$ cat src/rtl/nic_ctrl.sv
// nic_ctrl: CPU-facing network interface controller with one-entry
// injection (output) and ejection (input) buffers.
//
// Ports:
//   clk        - single clock, rising edge
//   reset      - asynchronous, active-high reset
//   nicAddr    - CPU register select (00 in-buf, 01 in-status,
//                10 out-buf, 11 out-status)
//   nicDataIn  - CPU write data
//   nicDataOut - CPU read data, registered, held between reads
//   nicEn      - CPU access strobe
//   nicWrEn    - 1 = write, 0 = read (only meaningful with nicEn)
//   net_so     - injection valid to router (out buffer full)
//   net_ro     - router ready to accept injection
//   net_do     - injection packet (always the out buffer)
//   net_si     - ejection valid from router
//   net_ri     - NIC ready for ejection (in buffer empty, not in reset)
//   net_di     - ejection packet
module nic_ctrl (
    input  logic        clk,
    input  logic        reset,
    input  logic [0:1]  nicAddr,
    input  logic [0:63] nicDataIn,
    output logic [0:63] nicDataOut,
    input  logic        nicEn,
    input  logic        nicWrEn,
    output logic        net_so,
    input  logic        net_ro,
    output logic [0:63] net_do,
    input  logic        net_si,
    output logic        net_ri,
    input  logic [0:63] net_di
);

    typedef enum logic {EMPTY = 1'b0, FULL = 1'b1} chanState_t;

    chanState_t  inState;
    chanState_t  outState;
    logic [0:63] inBuf;
    logic [0:63] outBuf;

    logic inFull;
    logic outFull;
    logic cpuRd;
    logic cpuWr;

    assign inFull  = (inState == FULL);
    assign outFull = (outState == FULL);
    assign cpuRd   = nicEn & ~nicWrEn;
    assign cpuWr   = nicEn & nicWrEn;

    // Ready is also gated by reset so the router never sees a ready
    // window while the block is being cleared.
    assign net_ri = ~inFull & ~reset;
    assign net_so = outFull;
    assign net_do = outBuf;

    always_ff @(posedge clk or posedge reset) begin
        if (reset) begin
            inState    <= EMPTY;
            outState   <= EMPTY;
            inBuf      <= '0;
            outBuf     <= '0;
            nicDataOut <= '0;
        end else begin
            // Ejection channel: fill from the router, drained by a CPU read
            // of the in-buffer. Being in FULL means ready was low, so a
            // packet can never land on the same edge as the draining read.
            case (inState)
                EMPTY: begin
                    if (net_si) begin
                        inBuf   <= net_di;
                        inState <= FULL;
                    end
                end
                FULL: begin
                    if (cpuRd && nicAddr == 2'b00)
                        inState <= EMPTY;
                end
                default: inState <= EMPTY;
            endcase

            // Injection channel: filled by a CPU write, drained by the
            // router. A write seen while FULL is dropped even if the same
            // edge drains, since status is the pre-edge value.
            case (outState)
                EMPTY: begin
                    if (cpuWr && nicAddr == 2'b10) begin
                        outBuf   <= nicDataIn;
                        outState <= FULL;
                    end
                end
                FULL: begin
                    if (net_ro)
                        outState <= EMPTY;
                end
                default: outState <= EMPTY;
            endcase

            // Registered read port; holds on non-read cycles.
            if (cpuRd) begin
                case (nicAddr)
                    2'b00:   nicDataOut <= inBuf;
                    2'b01:   nicDataOut <= {63'b0, inFull};
                    2'b10:   nicDataOut <= outBuf;
                    default: nicDataOut <= {63'b0, outFull};
                endcase
            end
        end
    end

endmodule

$ cat config.mk
export PLATFORM = sky130hd
export DESIGN_NAME = nic_ctrl
export DESIGN_NICKNAME = d
export VERILOG_FILES = /design/src/rtl/nic_ctrl.sv
export SDC_FILE = /design/constraint.sdc
export NUM_CORES = 1
export LEC_CHECK = 0
export BUFFER_PORTS_ARGS = -buffer_cell sky130_fd_sc_hd__buf_4
export CAP_MARGIN = 20
export CORE_MARGIN = 4
export CORE_UTILIZATION = 45
export CTS_CLUSTER_SIZE = 10
export DETAILED_ROUTE_END_ITERATION = 10
export GPL_TIMING_DRIVEN = 0
export PLACE_DENSITY = 0.86
export SETUP_SLACK_MARGIN = 0.05
export SLEW_MARGIN = 40
export SYNTH_ARGS = -nofsm -noshare
export SYNTH_HDL_FRONTEND = slang
export SYNTH_SLANG_ARGS = --single-unit
export TNS_END_PERCENT = 100
$ cat constraint.sdc
create_clock -name clk -period 5.15 [get_ports clk]
set_clock_uncertainty 0.05 [all_clocks]
set_input_delay 0.2575 -clock clk [delete_from_list [all_inputs] [get_ports clk]]
set_output_delay 0.2575 -clock clk [all_outputs]
set_load 0.05 [all_outputs]
# [Word-level counts from Yosys, hierarchy flattened]
# Index checks and enable logic that the tools add are counted.
[classes] n_bitwise=7 n_eq_ne=2 n_mul=0 addsub=0 magnitude_cmp=0 muxes=7 div_mod_pow=0 reduce_logical=5 n_shift=0
[ops] operator="one-hot mux 64 bit (3 select lines)" count=1
[ops] operator="two-way mux 1 bit" count=4
[ops] operator="NOT 1 bit" count=4
[ops] operator="one-hot mux 1 bit (2 select lines)" count=2
[ops] operator="AND reduction 2 bit" count=2
[ops] operator="bitwise AND 1 bit" count=3
[ops] operator="== test 2 x 1 -> 1 bit (second input constant)" count=1
[ops] operator="== test 2 bit (second input constant)" count=1
[ops] operator="logical AND 1 bit" count=2
[ops] operator="zero test 2 bit" count=1
[word_totals] romBits=0 reg_bits=194 output_inout_bits=130 wordCells=26 mem_bits_rw=0 input_bits=136 latchBits=0 memories=0

# [Logic depth before layout (Yosys ltp)]
# Gate-level depths: netlist of the first run.
[depth] ltp_word=5 depth_mapped=5 ltp_nobuf=3

# [Worst setup path after synthesis of the first run]
# OpenSTA, ideal clock, no wires.
[synth_timing] path_type="reg-to-reg" start="reg outState (netlist: net_so)" end="reg outBuf, in the netlist net_do[0]" t_required_ns=4.973 setup_ns=0.127 setup_slack_ns=3.324 path_stages_with_launch=5 path_buffers=1 arrival_time_ns=1.649 period_less_slack_ns=1.826 path_cell_list="dfrtp_1 nand4b_1 nor2_4 buf_6 mux2_1"
[synth_via] elab_chain_cells=2
[synth_rtl] item="start: declaration" line_no="38" rtl="chanState_t outState;"
[synth_rtl] item="start signal: assignment" line_no="61" rtl="outState <= EMPTY;"
[synth_rtl] item="start signal: assignment" line_no="90" rtl="outState <= FULL;"
[synth_rtl] item="start signal: assignment" line_no="95" rtl="outState <= EMPTY;"
[synth_rtl] item="NOT 1 bit"
[synth_rtl] item="AND reduction 2 bit (no source line)"
[synth_rtl] item="end signal: assignment" line_no="89" rtl="outBuf <= nicDataIn;"
[synth_rtl] item="end: declaration" line_no="40" rtl="logic [0:63] outBuf;"
# No other way between the ends.
# A chain may end at the register's enable or synchronous reset.

# [Final worst setup path of the first run]
[layout_timing] start="reg outState (netlist: net_so)" end="reg outBuf, in the netlist net_do[26]"
# The elaborated chain is that of the path after synthesis.

==> flow_metrics.tcl, run 1 <==
set metrics [dict create \
    outcome "finished clean" \
    grt_pass1_wl_um 35560 \
    post_cts_buffers 0 \
    critPathLaunch "net_so" \
    root_buffer "clkbuf_16" \
    hp-class "input port to register" \
    period_share_pct 36.87 \
    syn_area_per_cell_um2 13.94 \
    grt_remaining_overflow 0 \
    cpMaxStageDelayCell "nor2_4" \
    cts.clk_slew.worst_paths_ns 0.07 \
    period_minus_slack_ns 1.899 \
    hpwl_um 15180 \
    syn-num-nets 694 \
    slew_headroom_pct 57.24 \
    end_kind "register" \
    seq_power_share_pct 39.5 \
    worstHoldStart "nicDataIn[4]" \
    finalSetupTns_ns 0 \
    finalNonFillerCells 1173 \
    dr_total_vias 5990 \
    max_stage_delay_ns 0.46 \
    antenna_found_initial 0 \
    setup_viol 0 \
    cts_buffer_depth 2 \
    cts_sinks 194 \
    num_rows 47 \
    dp.cells 1051 \
    die_width_um 139.5 \
    startpoint_type "register" \
    fmax_mhz 526.7 \
    grt_pass1_vias 6671 \
    power_frac_clock_pct 23.6 \
    rsz0062_at_grt "false" \
    hold_slack_ns 0.01169 \
    max_slew.worst_pin.slew_ns 0.6414 \
    power_leakage_nw 5.678 \
    syn_area_um2 7781 \
    core_um2 16760 \
    critPathArrivalTime_ns 2.14 \
    switching_share_pct 38.44 \
    finalHoldViolCount 0 \
    timing.rr.start "net_so" \
    vias_per_cell 5.107 \
    cts_tree "yes" \
    wire_per_inst_um 18.91 \
    combinationalPowerShare_pct 36.9 \
    yosysSeqAreaShare_pct 62.39 \
    crit_chain "nand4b_1 -> nor2_4 -> buf_6 -> mux2_1" \
    syn_to_final_growth_pct 50.97 \
    regArea_um2 4855 \
    cp.required_ns 5.39 \
    final_nets 1076 \
    multi_input_area_um2 2720 \
    fp.dieArea_um2 19460 \
    initial_utilization_pct 46.43 \
    port-buffer-count 265 \
    ys.warnings.count 0 \
    pwr_density_cell_nw_per_um2 501.5 \
    final_max_slew_viol_count 0 \
    total_power_mw 5.891 \
    gp_congestion 0.7791 \
    synth_seq_cells 194 \
    dr.pass1.iters 4 \
    ys_types 20 \
    grt_usage_pct 22.99 \
    crit_type "register to register" \
    final_core_util_pct 70.09 \
    drt-total-wl_um 22180 \
    numCtsBuffers 17 \
    htree_levels 4 \
    final_antenna_net_count 0 \
    clock_latency_ns 0.42 \
    nFillCells 1129 \
    dieHeight_um 139.5 \
    p_int_mw 3.627 \
    diodes 0 \
    p_sw_mw 2.265 \
    maxCapViolations 0 \
    grt_max_degree 27 \
    irDropWorstVdd_mv 0.3098 \
    ios 266 \
    layout-drive-gt1-share_pct 36.73 \
    post-route-drc-count 0 \
    synth_cells 558 \
    crit_fanout 10 \
    drt-initial-drc-count 198 \
]
[layout by cell type, fill, tap and decap left out, types with 2 or more instances in the layout]
cell	instances
clkbuf_1	7
mux2_2	16
buf_4	265
buf_2	21
o21ai_1	63
dfrtp_1	194
buf_16	3
bufinv_16	3
buf_12	4
buf_6	6
inv_8	3
mux2_1	113
clkbuf_16	17
nand2_1	63
clkinvlp_4	5
mux2i_1	63
dlygate4sd3_1	90
nand2b_1	2
[path summary, 6_finish.rpt]
kind	cells past startpoint	end	slack [ns]
setup / recovery	4	net_do[26]	3.25
hold / removal	2	net_do[4]	0.01
setup reg to reg	4	net_do[26]	3.25
hold reg to reg	1	inBuf[32]	0.44
max in group asynchronous	6	net_do[2]	3.73
min in group asynchronous	3	inBuf[44]	0.41
[what timing repair did]
action,4_1_cts,5_1_grt
endpoints found under the setup margin,0,0
hold buffers,86,4
gates resized for setup,0,0
hold endpoints to repair,103,4
[power by group through the flow]
stage | registers, mW | clock network, mW | logic (mW)
after global routing | 2.39 | 1.47 | 2.30
after floorplan | 3.09 | 0 | 0.627
after detailed placement | 2.35 | 0 | 2.11
after global placement | 2.32 | 0 | 2.05
after CTS | 2.32 | 1.41 | 2.17
final | 2.33 | 1.39 | 2.17
[kinds of logic (layout without fill, tap and decap cells)]
family / count (synthesis) / in the layout / synth area share, %
compound gates: 65 / 65 / 4.229
mux: 193 / 193 / 27.06
buf+inv: 36 / 431 / 2.653
flops: 194 / 194 / 62.39
simple gates: 70 / 70 / 3.666
[worst max-delay path: cells and delay by family, from the launching register on]
kind,cells,cell delay [ns]
DFF,1,0.41
muxes,1,0.36
and+or+nand+nor,2,0.72
buffers and inverters,1,0.24
[stage by stage]
step,instance area [um^2],setup WS (ns)
floorplan,7785,2.338
global placement,10050,1.148
detailed placement,10230,3.273
CTS,11710,3.219
global route,11750,3.163
finish,11750,3.251
[cell usage after synthesis]
master	number	area [um^2]
mux2_1	113	1272
nor2_4	1	11.26
nand4b_1	1	8.760
clkbuf_1	6	22.52
o22ai_1	1	6.260
dfrtp_1	194	4855
nand2_1	63	236.5
inv_1	2	7.510
o21ai_1	63	315.3
mux4_2	1	22.52
nand2b_1	2	12.51
buf_1	1	3.750
or2_1	1	6.260
mux2_2	16	180.2
mux2i_1	63	630.6
buf_2	21	105.1
o31ai_1	1	7.510
nor2_1	1	3.750
nor2b_1	1	6.260
buf_6	6	67.56
[state kept, by name (all words and copies together), names as in the netlist]
register    cells
inBuf          64
net_do         64
nicDataOut     64
net_so          1
inFull          1
[cell type report]
cell class              count  area share, %
repair buffers            363          26.12
clock buffers              19          3.770
multi-input cells         328          23.15
plain buffers              34          1.693
well taps                 220          2.343
clock inverters            13          1.502
flip-flops and latches    194          41.33
inverters                   2        0.09586
[layer usage]
| metal | vias to the layer above | wire length (um) | GRT usage, % |
|---|---|---|---|
| met1 | 3017 | 8490 | 26.34 |
| met3 | 45 | 1441 | 6.758 |
| met4 | 0 | 557 | 7.724 |
| met2 | 208 | 11690 | 41.17 |
| met5 | - | 0 | 0 |
| li1 | 2720 | - | - |
Note: power is estimated with default switching activity, not from simulation.
==> inputs of run 2 (changes only) <==
==> constraint.sdc (replaced) <==
create_clock -name clk -period 1.7 [get_ports clk]
set_clock_uncertainty 0.05 [all_clocks]
set_input_delay 0.085 -clock clk [delete_from_list [all_inputs] [get_ports clk]]
set_output_delay 0.085 -clock clk [all_outputs]
set_load 0.05 [all_outputs]
==> flow_metrics.tcl, run 2 (synthesis results as in run 1) <==
set metrics [dict create \
    p_int_mw 11.29 \
    p_sw_mw 7.055 \
    antenna_found_initial 1 \
    fmax_mhz 606.8 \
    finalNonFillerCells 1220 \
    cts_sinks 194 \
    crit_chain "nand4b_1 -> nor2_4 -> buf_12 -> buf_12 -> mux2_4" \
    initial_utilization_pct 46.43 \
    cpMaxStageDelayCell "dfrtp_1" \
    crit_type "register to register" \
    slew_headroom_pct 61.49 \
    grt_remaining_overflow 0 \
    setup_viol 0 \
    outcome "finished clean" \
    htree_levels 4 \
    final_common_cell "buf_4" \
    finalHoldViolCount 0 \
    grt_max_degree 27 \
    critPathMostFrequentCell "buf_12" \
    drt-total-wl_um 24440 \
    final_nets 1122 \
    crit_fanout 10 \
    critical-path-top-delay-family "simple AND/OR/NAND/NOR gates" \
    post-place-ws_ns -0.1772 \
    rsz0062_at_grt "true" \
    num_rows 47 \
    dp.cells 1051 \
    cts_buffer_depth 2 \
    hp-class "input port to register" \
    grt_pass1_vias 7020 \
    port-buffer-count 265 \
    max_slew.worst_pin.slew_ns 0.5764 \
    gp_congestion 0.7791 \
    switching_share_pct 38.45 \
    irDropWorstVdd_mv 0.8532 \
    syn_to_final_growth_pct 60.19 \
    hold_slack_ns 0.06360 \
    combinationalPowerShare_pct 38.2 \
    nFillCells 971 \
    grt_usage_pct 24.37 \
    grt_pass1_wl_um 37690 \
    root_buffer "clkbuf_16" \
    dr_total_vias 6326 \
    core_um2 16760 \
    power_leakage_nw 6.008 \
    die_width_um 139.5 \
    vias_per_cell 5.185 \
    final_max_slew_viol_count 0 \
    cp.required_ns 1.95 \
    period_share_pct 96.94 \
    mostFrequentLayoutCells "271 x buf_4, 194 x dfrtp_1, 132 x dlygate4sd3_1" \
    seq_power_share_pct 38.8 \
    critPathArrivalTime_ns 1.90 \
    pwr_density_cell_nw_per_um2 1472 \
    ios 266 \
    fin_ws_ns 0.05207 \
    wire_per_inst_um 20.03 \
    critical_path_buf_inv_count 2 \
    hpwl_um 15180 \
    dieHeight_um 139.5 \
    drt-initial-drc-count 202 \
    maxCapViolations 0 \
    final_antenna_net_count 0 \
    end_kind "register" \
    finalSetupTns_ns 0 \
    cts.clk_slew.worst_paths_ns 0.07 \
    post-route-drc-count 0 \
    numCtsBuffers 17 \
    startpoint_type "register" \
    layout-drive-gt1-share_pct 39.84 \
    max_stage_delay_ns 0.41 \
    power_frac_clock_pct 23.0 \
    dr.pass1.iters 6 \
    cts_tree "yes" \
    fp.dieArea_um2 19460 \
    clock_latency_ns 0.42 \
    period_minus_slack_ns 1.648 \
    total_power_mw 18.35 \
]
-- run 2: cell count changes in the layout (fill, tap and decap cells not counted), sizes merged --
cell         delta
dlygate4sd3    +42
buf             +4
diode           +1
-- run 2: area by class of cell --
class	count	area (um^2)	area share (%)
Sequential cell	194	4855	38.95
Multi-Input combinational cell	328	2877	23.08
Clock inverter	13	176.4	1.415
Antenna cell	1	2.502	0.02008
Buffer	33	261.5	2.098
Timing Repair Buffer	410	3563	28.59
Clock buffer	19	442.9	3.553
Tap cell	220	275.3	2.208
Inverter	2	11.26	0.09034
-- run 2: final timing paths --
path | slack [ns] | cells after the start | startpoint | endpoint
setup / recovery | 0.05 | 5 | net_so | net_do[24]
max in group asynchronous | 0.43 | 6 | reset | net_do[8]
hold reg to reg | 0.44 | 1 | inBuf[32] | inBuf[32]
hold / removal | 0.06 | 3 | nicAddr[0] | nicDataOut[63]
setup reg to reg | 0.05 | 5 | net_so | net_do[24]
min in group asynchronous | 0.25 | 3 | reset | inBuf[44]
-- run 2: power groups by stage --
stage                     Clock [mW]  Sequential [mW]  Combinational [mW]
after global routing            4.48             7.29                7.38
after detailed placement           0             7.11                6.40
final                           4.22             7.12                7.00
after global placement             0             7.03                6.20
after floorplan                    0             9.35                1.90
after CTS                       4.28             7.03                6.72
-- run 2: per-stage QoR --
stage | instance area, um^2 | util [%]
after floorplan | 7785 | -
after global placement | 10050 | 59.96
after detailed placement | 10230 | 61.02
after CTS | 12260 | 73.16
after global routing | 12460 | 74.37
final | 12460 | 74.37
-- run 2: layer usage --
layer | GRT usage (%) | vias up | wire (um)
met2 | 44.12 | 268 | 12820
met1 | 27.87 | 3178 | 9069
met5 | 0 | - | 0
met3 | 6.278 | 69 | 1623
li1 | - | 2811 | -
met4 | 8.651 | 0 | 925
-- run 2: worst register-to-register path: stages (launching register included) --
cell      delay [ns]
dfrtp_1         0.41
nand4b_1        0.25
nor2_4          0.17
buf_12          0.17
buf_12          0.16
mux2_4          0.32
-- run 2: timing repair --
action,4_1_cts,5_1_grt
setup endpoints to repair,113,149
hold buffers,133,0
gates cloned,0,1
pin swaps,1,1
resized for setup,13,51
endpoints found under the hold margin,148,0
setup buffers,4,0
